===== src/rtl/ulpi_reg_arbiter.sv =====
// Round-robin arbiter that shares the ULPI PHY register-access port among NUM_REQ requesters.
// It drives one transaction at a time, retries on REG_FAIL or timeout, and acknowledges the owner.
module ulpi_reg_arbiter #(
  parameter int NUM_REQ     = 4,
  parameter int MAX_RETRY   = 3,
  parameter int TIMEOUT_CYC = 255
) (
  input  logic                 CLK_60M,
  input  logic                 RST_S_USB,
  input  logic [NUM_REQ-1:0]   REQ,
  input  logic [NUM_REQ-1:0]   REQ_RW,
  input  logic [6*NUM_REQ-1:0] REQ_ADDR,
  input  logic [8*NUM_REQ-1:0] REQ_DATA,
  output logic [NUM_REQ-1:0]   ACK_DONE,
  output logic [NUM_REQ-1:0]   ACK_FAIL,
  output logic [7:0]           ACK_DATA,
  output logic [2:0]           GNT_ID,
  output logic                 BUSY,
  output logic                 REG_EN,
  output logic                 REG_RW,
  output logic [5:0]           REG_ADDR,
  output logic [7:0]           REG_DATA_I,
  input  logic                 REG_DONE,
  input  logic                 REG_FAIL,
  input  logic                 READY,
  input  logic [7:0]           REG_DATA_O
);

  typedef enum logic [1:0] {
    S_IDLE,
    S_ISSUE,
    S_WAIT,
    S_ACK
  } state_e;

  localparam logic [15:0] TMO_LAST  = 16'(TIMEOUT_CYC - 1);
  localparam logic [3:0]  RETRY_MAX = 4'(MAX_RETRY);

  state_e      state_q, state_d;
  logic [2:0]  gnt_q, gnt_d;
  logic [2:0]  last_gnt_q, last_gnt_d;
  logic        rw_q, rw_d;
  logic [5:0]  addr_q, addr_d;
  logic [7:0]  data_q, data_d;
  logic [3:0]  retry_q, retry_d;
  logic [15:0] tmo_q, tmo_d;
  logic        ok_q, ok_d;
  logic [7:0]  ack_data_q, ack_data_d;

  logic        hi_found, lo_found, win_valid;
  logic [2:0]  hi_id, lo_id, win_id;
  logic        win_rw;
  logic [5:0]  win_addr;
  logic [7:0]  win_data;

  // Round-robin search: requesters above last_gnt come first, then wrap to the lowest index.
  // Scanning downward lets the last hit in each half be the lowest index of that half.
  // NOTE: every always_comb output gets a default before any branch, so no path can infer a latch.
  always_comb begin
    hi_found = 1'b0;
    lo_found = 1'b0;
    hi_id    = '0;
    lo_id    = '0;
    for (int i = NUM_REQ - 1; i >= 0; i--) begin
      if (REQ[i]) begin
        if (3'(i) > last_gnt_q) begin
          hi_found = 1'b1;
          hi_id    = 3'(i);
        end else begin
          lo_found = 1'b1;
          lo_id    = 3'(i);
        end
      end
    end
    win_valid = hi_found | lo_found;
    win_id    = hi_found ? hi_id : lo_id;

    win_rw   = 1'b0;
    win_addr = '0;
    win_data = '0;
    for (int i = 0; i < NUM_REQ; i++) begin
      if (3'(i) == win_id) begin
        win_rw   = REQ_RW[i];
        win_addr = REQ_ADDR[6*i +: 6];
        win_data = REQ_DATA[8*i +: 8];
      end
    end
  end

  always_comb begin
    state_d    = state_q;
    gnt_d      = gnt_q;
    last_gnt_d = last_gnt_q;
    rw_d       = rw_q;
    addr_d     = addr_q;
    data_d     = data_q;
    retry_d    = retry_q;
    tmo_d      = tmo_q;
    ok_d       = ok_q;
    ack_data_d = ack_data_q;

    unique case (state_q)
      S_IDLE: begin
        if (READY && win_valid) begin
          gnt_d      = win_id;
          last_gnt_d = win_id;
          rw_d       = win_rw;
          addr_d     = win_addr;
          data_d     = win_data;
          retry_d    = '0;
          state_d    = S_ISSUE;
        end
      end
      S_ISSUE: begin
        tmo_d = '0;
        if (!READY) begin
          ok_d    = 1'b0;
          state_d = S_ACK;
        end else begin
          state_d = S_WAIT;
        end
      end
      S_WAIT: begin
        tmo_d = tmo_q + 16'd1;
        // Losing READY aborts without retry and outranks a coincident DONE.
        if (!READY) begin
          ok_d    = 1'b0;
          state_d = S_ACK;
        end else if (REG_DONE) begin
          ok_d = 1'b1;
          if (!rw_q) ack_data_d = REG_DATA_O;
          state_d = S_ACK;
        end else if (REG_FAIL || (tmo_q == TMO_LAST)) begin
          if (retry_q < RETRY_MAX) begin
            retry_d = retry_q + 4'd1;
            state_d = S_ISSUE;
          end else begin
            ok_d    = 1'b0;
            state_d = S_ACK;
          end
        end
      end
      S_ACK: begin
        state_d = S_IDLE;
      end
      default: begin
        state_d = S_IDLE;
      end
    endcase
  end

  // NOTE: state uses non-blocking assignments so every flop samples pre-edge values in parallel.
  always_ff @(posedge CLK_60M) begin
    if (RST_S_USB) begin
      state_q    <= S_IDLE;
      gnt_q      <= '0;
      last_gnt_q <= 3'(NUM_REQ - 1);
      rw_q       <= 1'b0;
      addr_q     <= '0;
      data_q     <= '0;
      retry_q    <= '0;
      tmo_q      <= '0;
      ok_q       <= 1'b0;
      ack_data_q <= '0;
    end else begin
      state_q    <= state_d;
      gnt_q      <= gnt_d;
      last_gnt_q <= last_gnt_d;
      rw_q       <= rw_d;
      addr_q     <= addr_d;
      data_q     <= data_d;
      retry_q    <= retry_d;
      tmo_q      <= tmo_d;
      ok_q       <= ok_d;
      ack_data_q <= ack_data_d;
    end
  end

  // The ULPI bus is driven only during ISSUE, and REG_EN drops with READY.
  assign REG_EN     = (state_q == S_ISSUE) && READY;
  assign REG_RW     = (state_q == S_ISSUE) && rw_q;
  assign REG_ADDR   = (state_q == S_ISSUE) ? addr_q : 6'd0;
  assign REG_DATA_I = (state_q == S_ISSUE) ? data_q : 8'd0;

  assign BUSY     = (state_q != S_IDLE);
  assign GNT_ID   = gnt_q;
  assign ACK_DATA = ack_data_q;

  always_comb begin
    ACK_DONE = '0;
    ACK_FAIL = '0;
    for (int i = 0; i < NUM_REQ; i++) begin
      if ((state_q == S_ACK) && (3'(i) == gnt_q)) begin
        ACK_DONE[i] = ok_q;
        ACK_FAIL[i] = !ok_q;
      end
    end
  end

  a_en_single : assert property (@(posedge CLK_60M) disable iff (RST_S_USB) REG_EN |=> !REG_EN);
  a_ack_onehot : assert property (@(posedge CLK_60M) disable iff (RST_S_USB) $onehot0(ACK_DONE | ACK_FAIL));

endmodule


===== config.mk =====
export PLATFORM = sky130hd
export DESIGN_NAME = ulpi_reg_arbiter
export DESIGN_NICKNAME = d
export VERILOG_FILES = /design/src/rtl/ulpi_reg_arbiter.sv
export SDC_FILE = /design/constraint.sdc
export NUM_CORES = 1
export LEC_CHECK = 0
export CORE_MARGIN = 8
export CORE_UTILIZATION = 44
export CTS_CLUSTER_DIAMETER = 30
export CTS_CLUSTER_SIZE = 12
export DETAILED_ROUTE_END_ITERATION = 10
export PLACE_DENSITY = 0.81
export SYNTH_ARGS = -nofsm -noshare
export SYNTH_HDL_FRONTEND = slang
export SYNTH_SLANG_ARGS = --single-unit

===== constraint.sdc =====
create_clock -name CLK_60M -period 2.85 [get_ports CLK_60M]
set_input_delay 0.4275 -clock CLK_60M [delete_from_list [all_inputs] [get_ports CLK_60M]]
set_output_delay 0.4275 -clock CLK_60M [all_outputs]
set_load 0.005 [all_outputs]

==> results.json, run 1 <==
{
  "syn_inst": 358,
  "syn_area_um2": 2890,
  "grt_pass1_vias": 2957,
  "cts_buffers": 5,
  "crit_arrival_ns": 2.11,
  "ant_nets": 0,
  "vias": 2879,
  "fin_tns_setup_ns": 0,
  "required_ns": 2.42,
  "synth.avg_cell_area_um2": 8.08,
  "path_clk_slew_ns": 0.11,
  "viasPerCell": 5.33,
  "grt.met2_usage_pct": 30.3,
  "fin_ws_ns": 0.313,
  "dr.pass1.iters": 4,
  "synth-seq-cells": 50,
  "finalCritPeriodShare_pct": 89.0,
  "multiInputGateArea_um2": 1770,
  "synthXorXnorAreaFrac_pct": 4.85,
  "irDropWorstVdd_mv": 0.319,
  "cts_max_path_buffers": 2,
  "dp_slack_ns": 0.303,
  "grt_pass1_wl_mm": 14.3,
  "clock-sinks": 50,
  "grtUsageMet3_pct": 5.41,
  "relSlewSlack_pct": 18.0,
  "num_rows": 29,
  "cts_root_buf": "clkbuf_8",
  "antenna_found_initial": 0,
  "fin_crit_ns": 2.54,
  "max_freq_mhz": 394,
  "yosysSeqAreaShare_pct": 34.6,
  "grt_max_degree": 19,
  "gr-max-usage-layer": "met2",
  "fin_skew_ns": 0.0128,
  "cts_tree": "done",
  "synth.area.top_cells": "dfxtp_1 (35%), nand2_1 (5.8%), mux2i_1 (5.2%)",
  "synth_top_family_by_area": "simple AND/OR/NAND/NOR gates",
  "status": "finished clean",
  "drt_iter0_drc": 130,
  "port_buffers": 111,
  "synth_fp_nets": 443,
  "finalSetupViolations": 0,
  "yosysUniqueCellTypes": 42,
  "grt_usage_pct": 17.6,
  "drt_wl_total_mm": 8.63,
  "layout.nets": 547,
  "final_util_pct": 65.5,
  "clockPowerShare_pct": 19.3,
  "yosysMostFrequentCell": "dfxtp_1",
  "power.leakage_uw": 0.00149,
  "yosys.area_share.adder_pct": 3.46,
  "use_met1_pct": 20.8,
  "rsz0062_at_grt": "no",
  "drv_slew": 0,
  "synth.mux.area_fraction_pct": 5.19,
  "insertion_delay_ns": 0.32,
  "path_max_fanout": 17,
  "synth_compound_area_share_pct": 19.2,
  "areaGrowthSynthToFinish_pct": 43.8,
  "synth_top_area_share_pct": 34.6,
  "regArea_um2": 1000,
  "cp-start-kind": "flop",
  "hold_violations": 0,
  "dp_hpwl_mm": 6.54,
  "worst_slew_pin_slew_ns": 1.23,
  "grt_overflow": 0,
  "p_int_uw": 1470,
  "criticalPathCategory": "flop to output port",
  "place_congestion": 0.793,
  "synth_edf_count": 0,
  "htreeDepth": 2,
  "drt-wirelength-per-cell_um": 16.0,
  "num_antenna_cells": 0,
  "synth_ff_type": "dfxtp_1",
  "ys_warn_count": 0,
  "core_um2": 6350,
  "worstSetupEndpointType": "output port",
  "layout-drive-gt1-share_pct": 4.54,
  "drc": 0,
  "io_pins": 113,
  "switchingPower_uw": 863,
  "fillers": 546,
  "power.density_nw_per_um2": 560,
  "die_area_um2": 9420,
  "hold_buffers": 0,
  "die_x_um": 97.1,
  "async_flop_share_pct": 0,
  "post_cts_buffers": 0,
  "comb_power_share_pct": 42.4,
  "synth.largest_area_cell": "dfxtp_1",
  "cts.repair.resized": 0,
  "die_y_um": 97.1,
  "start_util_pct": 45.5,
  "hold_path.class": "flop to flop",
  "power_frac_seq_pct": 38.4,
  "synth_commonest_cells": "dfxtp_1 (50), nand2_1 (45), nor2_1 (36)",
  "switching_share_pct": 37.1,
  "design_power_total_uw": 2330,
  "maxCapViolations": 0,
  "yosys.area_share.simple_pct": 28.5
}
## placed cells by master, fill, tap and decap left out, types with 2 or more instances in the layout
master           count
and2_1              17
o41ai_1              2
a31oi_1              2
nor4_1               3
buf_4                6
inv_6                2
a21oi_1             16
clkdlybuf4s50_1    111
xor2_1               9
a21o_1               2
nand2b_1             6
dfxtp_1             50
o21ai_0             16
or2_2                3
a211oi_1             2
nand3_1              7
o211ai_1            17
nor3_1               5
nand4_1              8
or4_1                2
ha_1                 8
o31a_1              15
xnor2_1              7
nor2_1              36
and4_1              16
nor2b_1              4
nand2_1             45
o21ai_1              2
clkbuf_8             5
mux2i_1             15
inv_1               10
o21a_1               2
## power groups by stage
stage	sequential, uW	combinational, uW	clock (uW)
2_1_floorplan	887	619	0
5_1_grt	912	1090	487
6_report	894	986	448
3_5_place_dp	908	985	0
3_3_place_gp	903	966	0
4_1_cts	892	991	452
## logic make-up (layout without fill, tap and decap cells)
group | after synthesis | after routing
flops | 50 | 50
xor+xnor | 16 | 16
other cells | 1 | 1
mux | 15 | 15
simple gates | 157 | 157
fa+ha+maj | 8 | 8
compound gates | 81 | 81
buf+inv | 30 | 135
## critical path: stages, from the launching register on
cell,delay (ns)
dfxtp_1,0.38
inv_1,0.11
ha_1,0.54
nand2_1,0.17
inv_1,0.09
clkdlybuf4s50_1,0.50
## stage by stage
step / instance area (um2) / instances / hold WS (ns)
after CTS: 4160 / 540 / 0.465
final: 4160 / 540 / 0.460
after global routing: 4160 / 540 / 0.488
after detailed placement: 4060 / 532 / 0.449
after global placement: 4060 / 532 / 0.442
after floorplan: 2890 / 358 / 0.430
## flip-flops by register name (all words and copies together), names as in the netlist, 2 cells and up
name        cells
data_q          8
GNT_ID          2
tmo_q          16
retry_q         4
addr_q          6
ACK_DATA        8
state_q         2
last_gnt_q      2
## worst paths after layout
path	start	endpoint	slack [ns]	depth (start not counted)
max	state_q[1]	REG_EN	0.31	5
min	ACK_DATA[2]	ACK_DATA[2]	0.46	2
max reg2reg	state_q[1]	tmo_q[13]	0.54	7
min reg2reg	ACK_DATA[2]	ACK_DATA[2]	0.46	2
## per-layer routing
layer	vias up	part of all wire (%)
met5	-	0
met4	0	0.79
li1	1484	-
met3	5	7.2
met1	1295	44
met2	95	48
## cell type report
class                           count  area share [%]
Multi-Input combinational cell    278            42.6
Clock inverter                      3           0.632
Timing Repair Buffer              117            27.8
Clock buffer                        5            1.65
Inverter                           10           0.903
Tap cell                           77            2.32
Sequential cell                    50            24.1
No activity file was read; power rests on OpenSTA's default activity.
==> inputs of run 2 (changes only) <==
--- a/config.mk
+++ b/config.mk
@@ -6,11 +6,11 @@
 export NUM_CORES = 1
 export LEC_CHECK = 0
 export CORE_MARGIN = 8
-export CORE_UTILIZATION = 44
+export CORE_UTILIZATION = 47
 export CTS_CLUSTER_DIAMETER = 30
-export CTS_CLUSTER_SIZE = 12
+export CTS_CLUSTER_SIZE = 8
 export DETAILED_ROUTE_END_ITERATION = 10
-export PLACE_DENSITY = 0.81
+export PLACE_DENSITY = 0.85
 export SYNTH_ARGS = -nofsm -noshare
 export SYNTH_HDL_FRONTEND = slang
 export SYNTH_SLANG_ARGS = --single-unit
==> constraint.sdc (replaced) <==
create_clock -name CLK_60M -period 3.25 [get_ports CLK_60M]
set_input_delay 0.4875 -clock CLK_60M [delete_from_list [all_inputs] [get_ports CLK_60M]]
set_output_delay 0.4875 -clock CLK_60M [all_outputs]
set_load 0.005 [all_outputs]
==> run 2 against run 1 <==
  * Sequential power shrank 12%
  * Register-to-register slack better by 0.40 ns
  * Clock skew fell by 0.0079 ns
  * Core utilization increased by 4.7 points
  * Routed wire length is 1.4% higher
  * Via count grew 3.1%
  * Cell area is 0.12% lower
  * Sequential cell count unchanged
  * Sequential share of layout area is essentially flat
  * Worst setup slack better by 0.38 ns
  * Die area is 5.3% lower
  * Clock-buffer cell count up 1
  * Largest cell class unchanged
  * Highest routed layer unchanged
==> results.json, run 2 (synthesis gave the netlist of run 1 again) <==
{
  "drt_iter0_drc": 138,
  "drt-wirelength-per-cell_um": 16.3,
  "cts_buffers": 5,
  "hold_buffers": 0,
  "power.density_nw_per_um2": 489,
  "placed_area_um2": 4050,
  "drt_wl_total_mm": 8.75,
  "cp_slowest_cell": "ha_1",
  "start_util_pct": 48.8,
  "num_antenna_cells": 0,
  "max_freq_mhz": 391,
  "cp_num_buf_inv": 3,
  "grt_overflow": 0,
  "crit_chain": "inv_1 > ha_1 > nand2_1 > inv_1 > clkdlybuf4s50_1",
  "critical-path-top-delay-family": "buffers and inverters",
  "hold_violations": 0,
  "hold_path.class": "flop to flop",
  "fin_tns_setup_ns": 0,
  "dp_hpwl_mm": 6.75,
  "num_rows": 28,
  "die_y_um": 94.4,
  "reg2reg_depth": 7,
  "cts.repair.resized": 0,
  "status": "finished clean",
  "final_cell_mix": "clkdlybuf4s50_1 (111), dfxtp_1 (50), nand2_1 (45)",
  "crit_end": "REG_EN",
  "drv_slew": 0,
  "startpoint": "state_q[1]",
  "irDropWorstVdd_mv": 0.269,
  "io_pins": 113,
  "grt_usage_pct": 18.3,
  "vias": 2967,
  "drc": 0,
  "fin_skew_ns": 0.00486,
  "critPathMaxStageDelay_ns": 0.52,
  "required_ns": 2.76,
  "insertion_delay_ns": 0.30,
  "dr.pass1.iters": 4,
  "path_clk_slew_ns": 0.09,
  "top_register": "tmo_q",
  "htreeDepth": 2,
  "ant_nets": 0,
  "layout-drive-gt1-share_pct": 4.33,
  "place_congestion": 0.836,
  "regArea_um2": 1000,
  "grt_max_degree": 18,
  "reg2reg_to": "tmo_q[13]",
  "post_cts_buffers": 0,
  "power.leakage_uw": 0.00149,
  "antenna_found_initial": 0,
  "port_buffers": 111,
  "timing.critical_path.mode_cell": "inv_1",
  "largest_register_ffs": 16,
  "finalSetupViolations": 0,
  "worstSetupEndpointType": "output port",
  "rsz0062_at_grt": "no",
  "die_area_um2": 8920,
  "criticalPathCategory": "flop to output port",
  "fin_crit_ns": 2.56,
  "core_um2": 5920,
  "cp_num_cells": 5,
  "final_common_cell": "clkdlybuf4s50_1",
  "fin_area_um2": 4150,
  "maxCapViolations": 0,
  "cp-start-kind": "flop",
  "cts_max_path_buffers": 2,
  "clock-sinks": 50,
  "fillers": 495,
  "hp-start": "ACK_DATA[4]",
  "grt_pass1_wl_mm": 13.4,
  "rr_startpoint": "state_q[1]",
  "viasPerCell": 5.53,
  "grt_pass1_vias": 2767,
  "layout.nets": 546,
  "cts_tree": "done",
  "relSlewSlack_pct": 19.9,
  "die_x_um": 94.4,
  "areaGrowthSynthToFinish_pct": 43.7,
  "finalCritPeriodShare_pct": 78.6,
  "cts_root_buf": "clkbuf_8",
  "crit_arrival_ns": 2.07,
  "reg2reg_slack_ns": 0.94,
  "path_max_fanout": 17,
  "multiInputGateArea_um2": 1770,
  "worst_slew_pin_slew_ns": 1.20
}
run 2: area by class of cell:
cell class	count	share of cell area (%)
multi-input cells	278	42.7
clock inverters	2	0.422
flip-flops and latches	50	24.1
clock buffers	6	1.99
repair buffers	116	27.7
well taps	75	2.26
inverters	10	0.904
run 2: power by group:
| group | switching (uW) | internal [uW] | leakage [uW] |
|---|---|---|---|
| clock network | 210 | 176 | 0.0000514 |
| logic | 443 | 420 | 0.00103 |
| registers | 77.8 | 706 | 0.000406 |
| total | 731 | 1300 | 0.00149 |
run 2: worst min-delay path by stage:
stage	cells past startpoint	slack, ns	to
2_1_floorplan	1	0.43	retry_q[2]
3_3_place_gp	2	0.44	addr_q[5]
3_5_place_dp	1	0.45	retry_q[3]
4_1_cts	2	0.46	ACK_DATA[4]
5_1_grt	2	0.48	ACK_DATA[4]
6_report	2	0.46	ACK_DATA[4]
run 2: metal layers:
layer	track usage [%]	up-vias	wire [um]
li1	-	1489	-
met1	22.0	1343	3690
met2	30.7	117	4070
met3	4.52	18	728
met4	7.13	0	248
met5	0	-	0
run 2: tightest hold or removal path: cells and delay by family (launching register included):
kind | cells | cell delay, ns
flip-flops | 1 | 0.32
AND/OR/NAND/NOR | 1 | 0.05
AO/OA/AOI/OAI | 1 | 0.05
run 2: through the flow:
step	util, %	worst slack [ns]	power, uW	hold slack [ns]	cells
global route	70.2	0.518	2160	0.477	537
CTS	70.2	0.661	2050	0.462	537
floorplan	-	1.14	1320	0.430	358
global placement	68.5	0.662	1630	0.443	529
finish	70.2	0.694	2030	0.459	537
detailed placement	68.5	0.482	1660	0.448	529
